--- src/rtl/mul8_nibble_seq_if.sv ---
// Request/result handshake bundle for the nibble-serial 8x8 multiplier.
interface mul8_nibble_seq_if;
    logic        req_valid;
    logic        req_ready;
    logic [7:0]  a;
    logic [7:0]  b;
    logic        res_valid;
    logic        res_ready;
    logic [15:0] result;
    logic        busy;

    modport master (
        output req_valid, a, b, res_ready,
        input  req_ready, res_valid, result, busy
    );

    modport slave (
        input  req_valid, a, b, res_ready,
        output req_ready, res_valid, result, busy
    );
endinterface

--- src/rtl/mul8_nibble_seq.sv ---
// 8x8 unsigned multiplier built from up to four passes through a shared external 4x4 multiplier.
// Latency: popcount(step mask) cycles after accept; result held in DONE until res_ready.
module mul8_nibble_seq #(
    parameter bit SKIP_ZERO = 1'b1
) (
    input  logic               clk,
    input  logic               rst,
    mul8_nibble_seq_if.slave   bus,
    output logic [3:0]         mul_m,
    output logic [3:0]         mul_q,
    input  logic [7:0]         mul_p
);

    typedef enum logic [1:0] {IDLE, CALC, DONE} state_t;

    state_t      state, state_nxt;
    logic [15:0] acc, acc_nxt;
    logic [1:0]  step, step_nxt;
    logic [3:0]  mask, mask_nxt;
    logic [7:0]  a_r, a_nxt;
    logic [7:0]  b_r, b_nxt;

    logic [3:0]  nib_m, nib_q;
    logic [15:0] pp_shifted;
    logic [3:0]  mask_in;
    logic [2:0]  first_in;
    logic [2:0]  next_in;

    // Returns {found, index} of the lowest set bit of m at or above position from.
    function automatic logic [2:0] next_set(input logic [3:0] m, input int from);
        logic [2:0] r;
        r = 3'b000;
        for (int i = 3; i >= 0; i--) begin
            if (m[i] && (i >= from)) r = {1'b1, 2'(i)};
        end
        return r;
    endfunction

    // Step order: 0=(aL,bL) 1=(aH,bL) 2=(aL,bH) 3=(aH,bH); bit0 picks a's nibble, bit1 picks b's.
    always_comb begin
        nib_m = step[0] ? a_r[7:4] : a_r[3:0];
        nib_q = step[1] ? b_r[7:4] : b_r[3:0];
        case (step)
            2'd0:    pp_shifted = {8'h00, mul_p};
            2'd3:    pp_shifted = {mul_p, 8'h00};
            default: pp_shifted = {4'h0, mul_p, 4'h0};
        endcase
    end

    always_comb begin
        mask_in[0] = !SKIP_ZERO || ((|bus.a[3:0]) && (|bus.b[3:0]));
        mask_in[1] = !SKIP_ZERO || ((|bus.a[7:4]) && (|bus.b[3:0]));
        mask_in[2] = !SKIP_ZERO || ((|bus.a[3:0]) && (|bus.b[7:4]));
        mask_in[3] = !SKIP_ZERO || ((|bus.a[7:4]) && (|bus.b[7:4]));
        first_in   = next_set(mask_in, 0);
        next_in    = next_set(mask, int'(step) + 1);
    end

    always_comb begin
        state_nxt = state;
        acc_nxt   = acc;
        step_nxt  = step;
        mask_nxt  = mask;
        a_nxt     = a_r;
        b_nxt     = b_r;
        case (state)
            IDLE: begin
                if (bus.req_valid) begin
                    a_nxt    = bus.a;
                    b_nxt    = bus.b;
                    acc_nxt  = 16'h0000;
                    mask_nxt = mask_in;
                    step_nxt = first_in[1:0];
                    state_nxt = first_in[2] ? CALC : DONE;
                end
            end
            CALC: begin
                acc_nxt = acc + pp_shifted;
                if (next_in[2]) begin
                    step_nxt = next_in[1:0];
                end else begin
                    state_nxt = DONE;
                end
            end
            DONE: begin
                if (bus.res_ready) state_nxt = IDLE;
            end
            default: state_nxt = IDLE;
        endcase
    end

    always_ff @(posedge clk or posedge rst) begin
        if (rst) begin
            state <= IDLE;
            acc   <= 16'h0000;
            step  <= 2'd0;
            mask  <= 4'h0;
            a_r   <= 8'h00;
            b_r   <= 8'h00;
        end else begin
            state <= state_nxt;
            acc   <= acc_nxt;
            step  <= step_nxt;
            mask  <= mask_nxt;
            a_r   <= a_nxt;
            b_r   <= b_nxt;
        end
    end

    // The shared multiplier only sees live operands while a step is executing.
    assign mul_m         = (state == CALC) ? nib_m : 4'h0;
    assign mul_q         = (state == CALC) ? nib_q : 4'h0;
    assign bus.req_ready = (state == IDLE);
    assign bus.res_valid = (state == DONE);
    assign bus.busy      = (state != IDLE);
    assign bus.result    = acc;

endmodule

--- src/flat_wrapper.sv ---
// flat-port wrapper written by rule: the top's interface ports become plain ports
module mul8_nibble_seq_flat 
#(
    parameter bit SKIP_ZERO = 1'b1
)
  (clk, rst, mul_m, mul_q, mul_p, bus_req_valid, bus_a, bus_b, bus_res_ready, bus_req_ready, bus_res_valid, bus_result, bus_busy);
  mul8_nibble_seq_if bus_i ();
  input  logic clk;
  input  logic rst;
  output logic [3:0] mul_m;
  output logic [3:0] mul_q;
  input  logic [7:0] mul_p;
  input wire logic [$bits(bus_i.req_valid)-1:0] bus_req_valid;
  input wire logic [$bits(bus_i.a)-1:0] bus_a;
  input wire logic [$bits(bus_i.b)-1:0] bus_b;
  input wire logic [$bits(bus_i.res_ready)-1:0] bus_res_ready;
  output wire logic [$bits(bus_i.req_ready)-1:0] bus_req_ready;
  output wire logic [$bits(bus_i.res_valid)-1:0] bus_res_valid;
  output wire logic [$bits(bus_i.result)-1:0] bus_result;
  output wire logic [$bits(bus_i.busy)-1:0] bus_busy;
  assign bus_i.req_valid = bus_req_valid;
  assign bus_i.a = bus_a;
  assign bus_i.b = bus_b;
  assign bus_i.res_ready = bus_res_ready;
  assign bus_req_ready = bus_i.req_ready;
  assign bus_res_valid = bus_i.res_valid;
  assign bus_result = bus_i.result;
  assign bus_busy = bus_i.busy;
  mul8_nibble_seq #(.SKIP_ZERO(SKIP_ZERO)) u_core (.clk(clk), .rst(rst), .bus(bus_i), .mul_m(mul_m), .mul_q(mul_q), .mul_p(mul_p));
endmodule
--- config.mk ---
export PLATFORM = sky130hd
export DESIGN_NAME = mul8_nibble_seq_flat
export DESIGN_NICKNAME = d
export VERILOG_FILES = /design/src/rtl/mul8_nibble_seq_if.sv /design/src/rtl/mul8_nibble_seq.sv /design/src/flat_wrapper.sv
export SDC_FILE = /design/constraint.sdc
export NUM_CORES = 1
export LEC_CHECK = 0
export ABC_AREA = 1
export CORE_MARGIN = 2
export CORE_UTILIZATION = 57
export CTS_CLUSTER_SIZE = 24
export DETAILED_ROUTE_END_ITERATION = 8
export PLACE_DENSITY = 0.92
export SLEW_MARGIN = 0
export SYNTH_ARGS = -nofsm -noshare
export SYNTH_HDL_FRONTEND = slang
export SYNTH_SLANG_ARGS = --single-unit
--- constraint.sdc ---
create_clock -name clk -period 4.88 [get_ports clk]
set_input_delay 0.976 -clock clk [delete_from_list [all_inputs] [get_ports clk]]
set_output_delay 0.976 -clock clk [all_outputs]
set_load 0.01 [all_outputs]
# Yosys cells after proc, flatten, opt, wreduce, memory -nomap -nowiden
# Cells that the tools add are included.
[word_totals]
output_inout_bits = 27
reg_bits = 40
elab_cells = 62
inputBits = 28
[classes]
n_reduce_logical = 20
n_addsub = 2
mux = 23
n_eq_ne = 7
n_lt_le_gt_ge = 4
[ops]
columns = ["op", "n"]
rows = [
  [">= comparator 3 x 32 -> 1 bit, first input constant", 2],
  ["one-hot mux 16 bit (2 select lines)", 2],
  [">= comparator 1 x 32 -> 1 bit, first input constant", 1],
  [">= comparator 2 x 32 -> 1 bit, first input constant", 1],
  ["2-to-1 mux 3 bit", 8],
  ["adder 16 bit", 1],
  ["2-to-1 mux 16 bit", 1],
  ["2-to-1 mux 4 bit", 4],
  ["OR reduction 4 bit", 4],
  ["2-to-1 mux 2 bit", 6],
  ["logical AND 1 bit", 8],
  ["!= test 2 bit, second input constant", 3],
  ["one-hot mux 2 bit (3 select lines)", 1],
  ["AND reduction 3 bit", 2],
  ["== test 2 bit, second input constant", 2],
  ["logical NOT 2 bit", 2],
  ["one-hot mux 2 bit (2 select lines)", 1],
  ["AND reduction 2 bit", 2],
  ["nonzero test 2 bit", 2],
  ["adder 2 x 1 -> 3 bit, second input constant", 1],
  ["== test 2 x 1 -> 1 bit, second input constant", 1],
  ["!= test 2 x 1 -> 1 bit, second input constant", 1],
]

# Depth between registers and ports, before layout
# Gate-level depths: netlist of the first run.
[logic_depth]
depth_word = 9
depth_mapped = 16
ltp_nobuf = 16

# Least setup slack after synthesis of the first run
# OpenSTA, ideal clock, no wires.
[synth_timing]
path_type = "reg-to-reg"
from = "register u_core.step[0]"
to = "register u_core.acc[13] (netlist: u_core.bus.result[13])"
path_buffers = 1
synth_period_minus_slack_ns = 2.423
t_arrival_ns = 2.305
t_required_ns = 4.763
path_stages_with_launch = 16
setup_time_ns = 0.117
setup_slack_ns = 2.457
cell_sequence = "dfrtp_1 -> inv_1 -> ha_1 -> inv_1 -> clkbuf_1 -> nand2_1 -> o22ai_1 -> ha_1 -> nand2_1 -> inv_1 -> nand2_1 -> nand2_1 -> a21oi_1 -> nand3_1 -> nand3_1 -> nand2_1"
[synth_between]
elab_chain_len = 4
elab_cells_between_ends = 5
classes_between = "add/sub (1); eq/ne (1); mux (2); reduce/logical (1)"
[synth_rtl]
columns = ["element", "line", "source"]
rows = [
  ["from (decl)", "mul8_nibble_seq.sv:18", "logic [1:0] step, step_nxt;"],
  ["from (signal assigned)", "mul8_nibble_seq.sv:103", "step <= step_nxt;"],
  ["== test 2 bit or logical NOT 2 bit (tied branches)", "mul8_nibble_seq.sv:43", "case (step)"],
  ["one-hot mux 16 bit (2 select lines) *", "mul8_nibble_seq.sv:43", ""],
  ["adder 16 bit *", "mul8_nibble_seq.sv:78", "acc_nxt = acc + pp_shifted;"],
  ["one-hot mux 16 bit (2 select lines) *", "mul8_nibble_seq.sv:66", "case (state)"],
  ["to (signal assigned)", "mul8_nibble_seq.sv:102", "acc <= acc_nxt;"],
  ["to (decl)", "mul8_nibble_seq.sv:17", "logic [15:0] acc, acc_nxt;"],
]
# Every way passes the cells marked *; elsewhere a longest branch is shown, timed or not.
# A chain may end at the register's enable or synchronous reset.

# Final worst setup path of the first run
[layout_timing]
from = "register u_core.step[1]"
to = "register u_core.acc[12] (netlist: u_core.bus.result[12])"
# Same word-level chain as after synthesis.

==> flow_summary.ini, run 1 <==
[clock_network]
cts_resized = 0
clock-sinks = 40
clockBufferDepth = 2
root_buffer = clkbuf_8
clock_latency_ns = 0.31
postCtsSetupRepairBufs = 0
cts_buffers = 5
cts.reportedPaths.clkPinSlew_ns = 0.08
cts_max_level = 2
cts_tree = built
cts_hold_buf = 0

[placed_design]
gp_congestion = 0.9782
portBuffers = 54
place_ws_ns = 1.709
hpwl_um = 5540

[sta]
fmax_mhz = 309.0
setup_viol = 0
rsz0062_at_grt = no
drv_slew = 0
fin_setup_tns_ns = 0
period_share_pct = 66.33
setup_slack_ns = 1.643
tightest_slew_ns = 0.5158
finalCriticalPeriod_ns = 3.237
fin_skew_ns = 0.009665
hold_slack_ns = 0.4994
hold_violations = 0
relSlewSlack_pct = 65.62

[setup_path]
timing.critical_path.required_ns = 5.08
worst-path-max-fanout = 11
crit_arrival_ns = 3.43
crit_family = simple AND/OR/NAND/NOR gates
worst_setup_path_start_kind = flop
crit_type = flop to flop
slowest_delay_ns = 0.50
critPathSlowestCell = dfrtp_1
r2r_start = u_core.step[1]$_DFFE_PP0P_
critPathMostFrequentCell = nand3_1
r2r_slack_ns = 1.64
r2r_end = u_core.bus.result[12]$_DFFE_PP0P_
path_buf_inv = 4
path_cells = inv_1 -> ha_1 -> inv_1 -> nand2_1 -> nor2_1 -> ha_1 -> inv_1 -> fa_1 -> inv_1 -> nand3_1 -> nand3_1 -> nand3_1 -> nand3_1 -> nand2_1 -> nand3_1 -> nand2_1
reg2reg_depth = 16
cp-end-kind = flop

[layout]
drive_gt1_share_pct = 3.593
nets = 551
n_antenna_cell = 0
final_common_cell = nand2_1
syn_to_final_growth_pct = 23.39
final_cell_mix = nand2_1, inv_1, clkdlybuf4s50_1

[pwr]
leakagePower_uw = 0.002023
ir_drop_v = 0.0003284
power_uw = 2156
powerDensity_mw_per_mm2 = 589.4

[detailed_routing]
first_iter_violations = 178
wl_per_cell_um = 12.81
wl_met1_um = 3013
route.detailed.drc = 0
routed_wirelength_um = 7317
vias = 2966
drtAntennaViolNets = 0
vias_per_cell = 5.194
met2_length_um = 3753
dr.max_layer_used = met4
first_pass_iters = 4
dr_wl_met3_um = 355

[synthesis]
syn_nets = 498
synth_edf_count = 0
yosysSeqAreaShare_pct = 33.77
avgSynthCellArea_um2 = 6.631
synthArstFlopShare_pct = 100.0
ys.warnings.count = 0
netlist_area_mm2 = 0.002964
synth_seq_cells = 40
ys.flop_type = dfrtp_1
syn_inst = 447
synth.distinct_cells = 35

[global_route]
antenna_found_initial = 0
grt_max_degree = 44
gr-total-overflow = 0
grt_pass1_vias = 2974
grt_usage_pct = 27.01
grt_pass1_wl_um = 12770

[run]
drv_cap = 0

[die]
io_pins = 55
initial_core_util_pct = 58.41
num_rows = 26
die_height_um = 76.11
dieArea_mm2 = 0.005793
die_w_um = 76.11
core_mm2 = 0.005075

[outcome]
status = finished, final reports clean

[min_path]
whs_path_depth = 2
holdPathEnd = u_core.a_r[0]$_DFFE_PP0P_
holdCritPathClass = flop to flop
hold_start = u_core.a_r[0]$_DFFE_PP0P_
-- worst reg2reg max path, stage by stage, from the launching register on --
cell     delay [ns]
dfrtp_1        0.50
inv_1          0.20
ha_1           0.31
inv_1          0.27
nand2_1        0.33
nor2_1         0.18
ha_1           0.19
inv_1          0.05
fa_1           0.40
inv_1          0.11
nand3_1        0.07
nand3_1        0.14
nand3_1        0.12
nand3_1        0.08
nand2_1        0.05
nand3_1        0.07
nand2_1        0.06
-- sequential cells by signal (all words and copies together) (netlist names) --
name and flops:
u_core.step 2, u_core.mask 4, u_core.a_r 8, u_core.bus.result 16, u_core.b_r 8, u_core.state 2
-- routing by layer --
metal	vias up	GRT usage [%]
li1	1501	-
met1	1357	31.98
met2	92	49.20
met3	16	3.910
met4	0	10.91
met5	-	0
-- cells in the mapped netlist, drive strengths merged (2+ instances only) --
cell | n | area share, %
nor3 | 4 | 0.68
nand4 | 5 | 1.1
o21ai | 33 | 5.7
nand3b | 2 | 0.51
buf | 6 | 1.5
nor2 | 21 | 3.0
ha | 22 | 9.3
o22ai | 8 | 1.7
nand2 | 168 | 22
nand3 | 23 | 3.9
dfrtp | 40 | 34
clkbuf | 3 | 0.42
or2 | 2 | 0.42
inv | 83 | 11
a21oi | 19 | 3.2
-- power by group --
part           switching, uW  leakage, uW  total, uW  internal (uW)
Clock                    132    0.0000548        286            154
Combinational            761      0.00146       1270            512
Sequential               114     0.000506        596            482
-- cell type report --
class | count | area, um^2
clock buffer | 5 | 68.82
inverter | 83 | 316.6
fill | 443 | 1418
timing repair buffer | 55 | 548.0
clock inverter | 3 | 46.29
sequential | 40 | 1001
multi-input combinational | 315 | 1589
tap | 70 | 87.58
-- worst max path at each step --
stage | depth (start not counted) | endpoint | slack (ns) | startpoint
5_1_grt | 16 | u_core.bus.result[12]$_DFFE_PP0P_ | 1.34 | u_core.step[0]$_DFFE_PP0P_
3_3_place_gp | 16 | u_core.bus.result[14]$_DFFE_PP0P_ | 1.78 | u_core.step[0]$_DFFE_PP0P_
2_1_floorplan | 15 | u_core.bus.result[13]$_DFFE_PP0P_ | 2.46 | u_core.step[0]$_DFFE_PP0P_
4_1_cts | 16 | u_core.bus.result[12]$_DFFE_PP0P_ | 1.65 | u_core.step[1]$_DFFE_PP0P_
6_report | 16 | u_core.bus.result[12]$_DFFE_PP0P_ | 1.64 | u_core.step[1]$_DFFE_PP0P_
3_5_place_dp | 16 | u_core.bus.result[12]$_DFFE_PP0P_ | 1.71 | u_core.step[1]$_DFFE_PP0P_
-- stage by stage --
stage / utilization (%) / instance area, um^2 / std cells
2_1_floorplan: - / 2964 / 447
3_5_place_dp: 69.80 / 3542 / 563
5_1_grt: 72.07 / 3657 / 571
6_report: 72.07 / 3657 / 571
4_1_cts: 72.07 / 3657 / 571
3_3_place_gp: 69.80 / 3542 / 563
-- logic make-up (layout without fill, tap and decap cells) --
logic type	Yosys count	after routing	synth area share (%)
buf+inv	92	146	12.62
flops	40	40	33.77
compound gates	63	63	11.48
xor+xnor	2	2	0.5911
simple gates	227	227	31.58
fa+ha+maj	23	23	9.962
Note: power is estimated with default switching activity, not from simulation.
==> run 2, diff against run 1 <==
--- a/config.mk
+++ b/config.mk
@@ -7,10 +7,10 @@
 export LEC_CHECK = 0
 export ABC_AREA = 1
 export CORE_MARGIN = 2
-export CORE_UTILIZATION = 57
+export CORE_UTILIZATION = 53
 export CTS_CLUSTER_SIZE = 24
 export DETAILED_ROUTE_END_ITERATION = 8
-export PLACE_DENSITY = 0.92
+export PLACE_DENSITY = 0.87
 export SLEW_MARGIN = 0
 export SYNTH_ARGS = -nofsm -noshare
 export SYNTH_HDL_FRONTEND = slang
==> constraint.sdc (replaced) <==
create_clock -name clk -period 3.3 [get_ports clk]
set_input_delay 0.66 -clock clk [delete_from_list [all_inputs] [get_ports clk]]
set_output_delay 0.66 -clock clk [all_outputs]
set_load 0.01 [all_outputs]
==> run 2 against run 1 <==
- highest routed layer unchanged
- non-clock buffer count is the same
- combinational power grew 49%
- worst setup slack lost 1.3 ns
- via count is the same
- critical path depth is the same
- die area grew 7.2%
- clock skew shrank 0.0027 ns
==> flow_summary.ini, run 2 (synthesized netlist as in run 1, its figures left out) <==
[global_route]
grt_max_degree = 44
grt_usage_pct = 24.93
grt_pass1_wl_um = 12280
grt_pass1_vias = 2827
gr-total-overflow = 0
antenna_found_initial = 0

[clock_network]
cts.reportedPaths.clkPinSlew_ns = 0.08
cts_hold_buf = 0
cts_buffers = 5
cts_tree = built
clock-sinks = 40
clock_latency_ns = 0.29
root_buffer = clkbuf_8
clockBufferDepth = 2
cts_max_level = 2

[placed_design]
gp_congestion = 0.9143
portBuffers = 54
place_ws_ns = 0.3912
hpwl_um = 5533
place_area_mm2 = 0.003545

[detailed_routing]
routed_wirelength_um = 7343
first_pass_iters = 5
wl_per_cell_um = 12.84
route.detailed.drc = 0
vias_per_cell = 5.185
vias = 2966
drtAntennaViolNets = 0
first_iter_violations = 164

[sta]
period_share_pct = 89.18
fin_skew_ns = 0.006931
drv_slew = 0
fin_setup_tns_ns = 0
fmax_mhz = 339.8
setup_viol = 0
finalCriticalPeriod_ns = 2.943
hold_violations = 0
setup_slack_ns = 0.3570
relSlewSlack_pct = 65.59
rsz0062_at_grt = no
tightest_slew_ns = 0.5161

[die]
initial_core_util_pct = 54.50
num_rows = 27
io_pins = 55
dieArea_mm2 = 0.006207
die_w_um = 78.79
die_height_um = 78.79
core_mm2 = 0.005439

[setup_path]
cp.depth = 16
crit_family = simple AND/OR/NAND/NOR gates
worst_setup_path_start_kind = flop
path_buf_inv = 4
critPathSlowestCell = dfrtp_1
critPathMostFrequentCell = nand3_1
timing.critical_path.required_ns = 3.49
crit_arrival_ns = 3.13
cp-end-kind = flop
reg2reg_depth = 16
worst-path-max-fanout = 11
crit_type = flop to flop
slowest_delay_ns = 0.48
path_cells = inv_1 -> ha_1 -> inv_1 -> nand2_2 -> nor2_1 -> ha_1 -> inv_1 -> fa_1 -> inv_1 -> nand3_1 -> nand3_1 -> nand3_1 -> nand3_1 -> nand2_1 -> nand3_1 -> nand2_1

[pwr]
power_uw = 3257
ir_drop_v = 0.0004432
powerDensity_mw_per_mm2 = 886.1
leakagePower_uw = 0.002032

[layout]
fin_area_mm2 = 0.003676
final_cell_mix = nand2_1, inv_1, clkdlybuf4s50_1
n_antenna_cell = 0
largest_reg_flops = 16
nets = 551
syn_to_final_growth_pct = 24.02
final_common_cell = nand2_1
drive_gt1_share_pct = 3.600

[min_path]
whs_path_depth = 2
holdCritPathClass = flop to flop

[run]
drv_cap = 0

[outcome]
status = finished, final reports clean
[run 2: changes by cell type in the layout (fill, tap and decap cells not counted), sizes merged]
| cell | change |
|---|---|
| inv | -1 |
| clkinvlp | -1 |
| bufinv | +1 |
[run 2: final timing paths]
path,from,to,slack [ns]
max,u_core.step[0]$_DFFE_PP0P_,u_core.bus.result[12]$_DFFE_PP0P_,0.36
min,u_core.b_r[6]$_DFFE_PP0P_,u_core.b_r[6]$_DFFE_PP0P_,0.49
max reg2reg,u_core.step[0]$_DFFE_PP0P_,u_core.bus.result[12]$_DFFE_PP0P_,0.36
min reg2reg,u_core.b_r[6]$_DFFE_PP0P_,u_core.b_r[6]$_DFFE_PP0P_,0.49
max in group asynchronous,rst,u_core.state[0]$_DFFE_PP0P_,2.15
min in group asynchronous,rst,u_core.bus.result[2]$_DFFE_PP0P_,0.79
[run 2: layer usage]
metal	GRT usage, %	share of wire (%)
met2	45.13	51
met4	8.070	1.6
met1	29.90	42
met3	4.318	5.8
met5	0	0
[run 2: final cells by class]
cell class,count,area [um^2]
Timing Repair Buffer,55,548.0
Inverter,83,316.6
Clock buffer,5,68.82
Clock inverter,2,60.06
Sequential cell,40,1001
Tap cell,72,90.09
Multi-Input combinational cell,315,1592
Fill cell,473,1763
[run 2: worst min-delay path, stage by stage (launching register included)]
cell and delay [ns]:
dfrtp_1 0.35, nand2_1 0.05, o21ai_0 0.06
[run 2: what timing repair did]
| action | CTS | global route |
|---|---|---|
| resized for setup | 0 | 1 |
| endpoints found under the setup margin | 0 | 1 |
| setup buffers | 0 | 0 |
[run 2: per-stage QoR]
step                hold slack, ns  util [%]  cells
floorplan                   0.4525         -    447
finish                      0.4900     67.59    572
detailed placement          0.4741     65.17    565
global route                0.5062     67.59    572
CTS                         0.4948     67.54    572
global placement            0.4685     65.17    565
[run 2: where the power goes]
part	total (uW)	switching [uW]	internal, uW
clock network	477	179	298
registers	885	172	713
logic	1890	1130	762
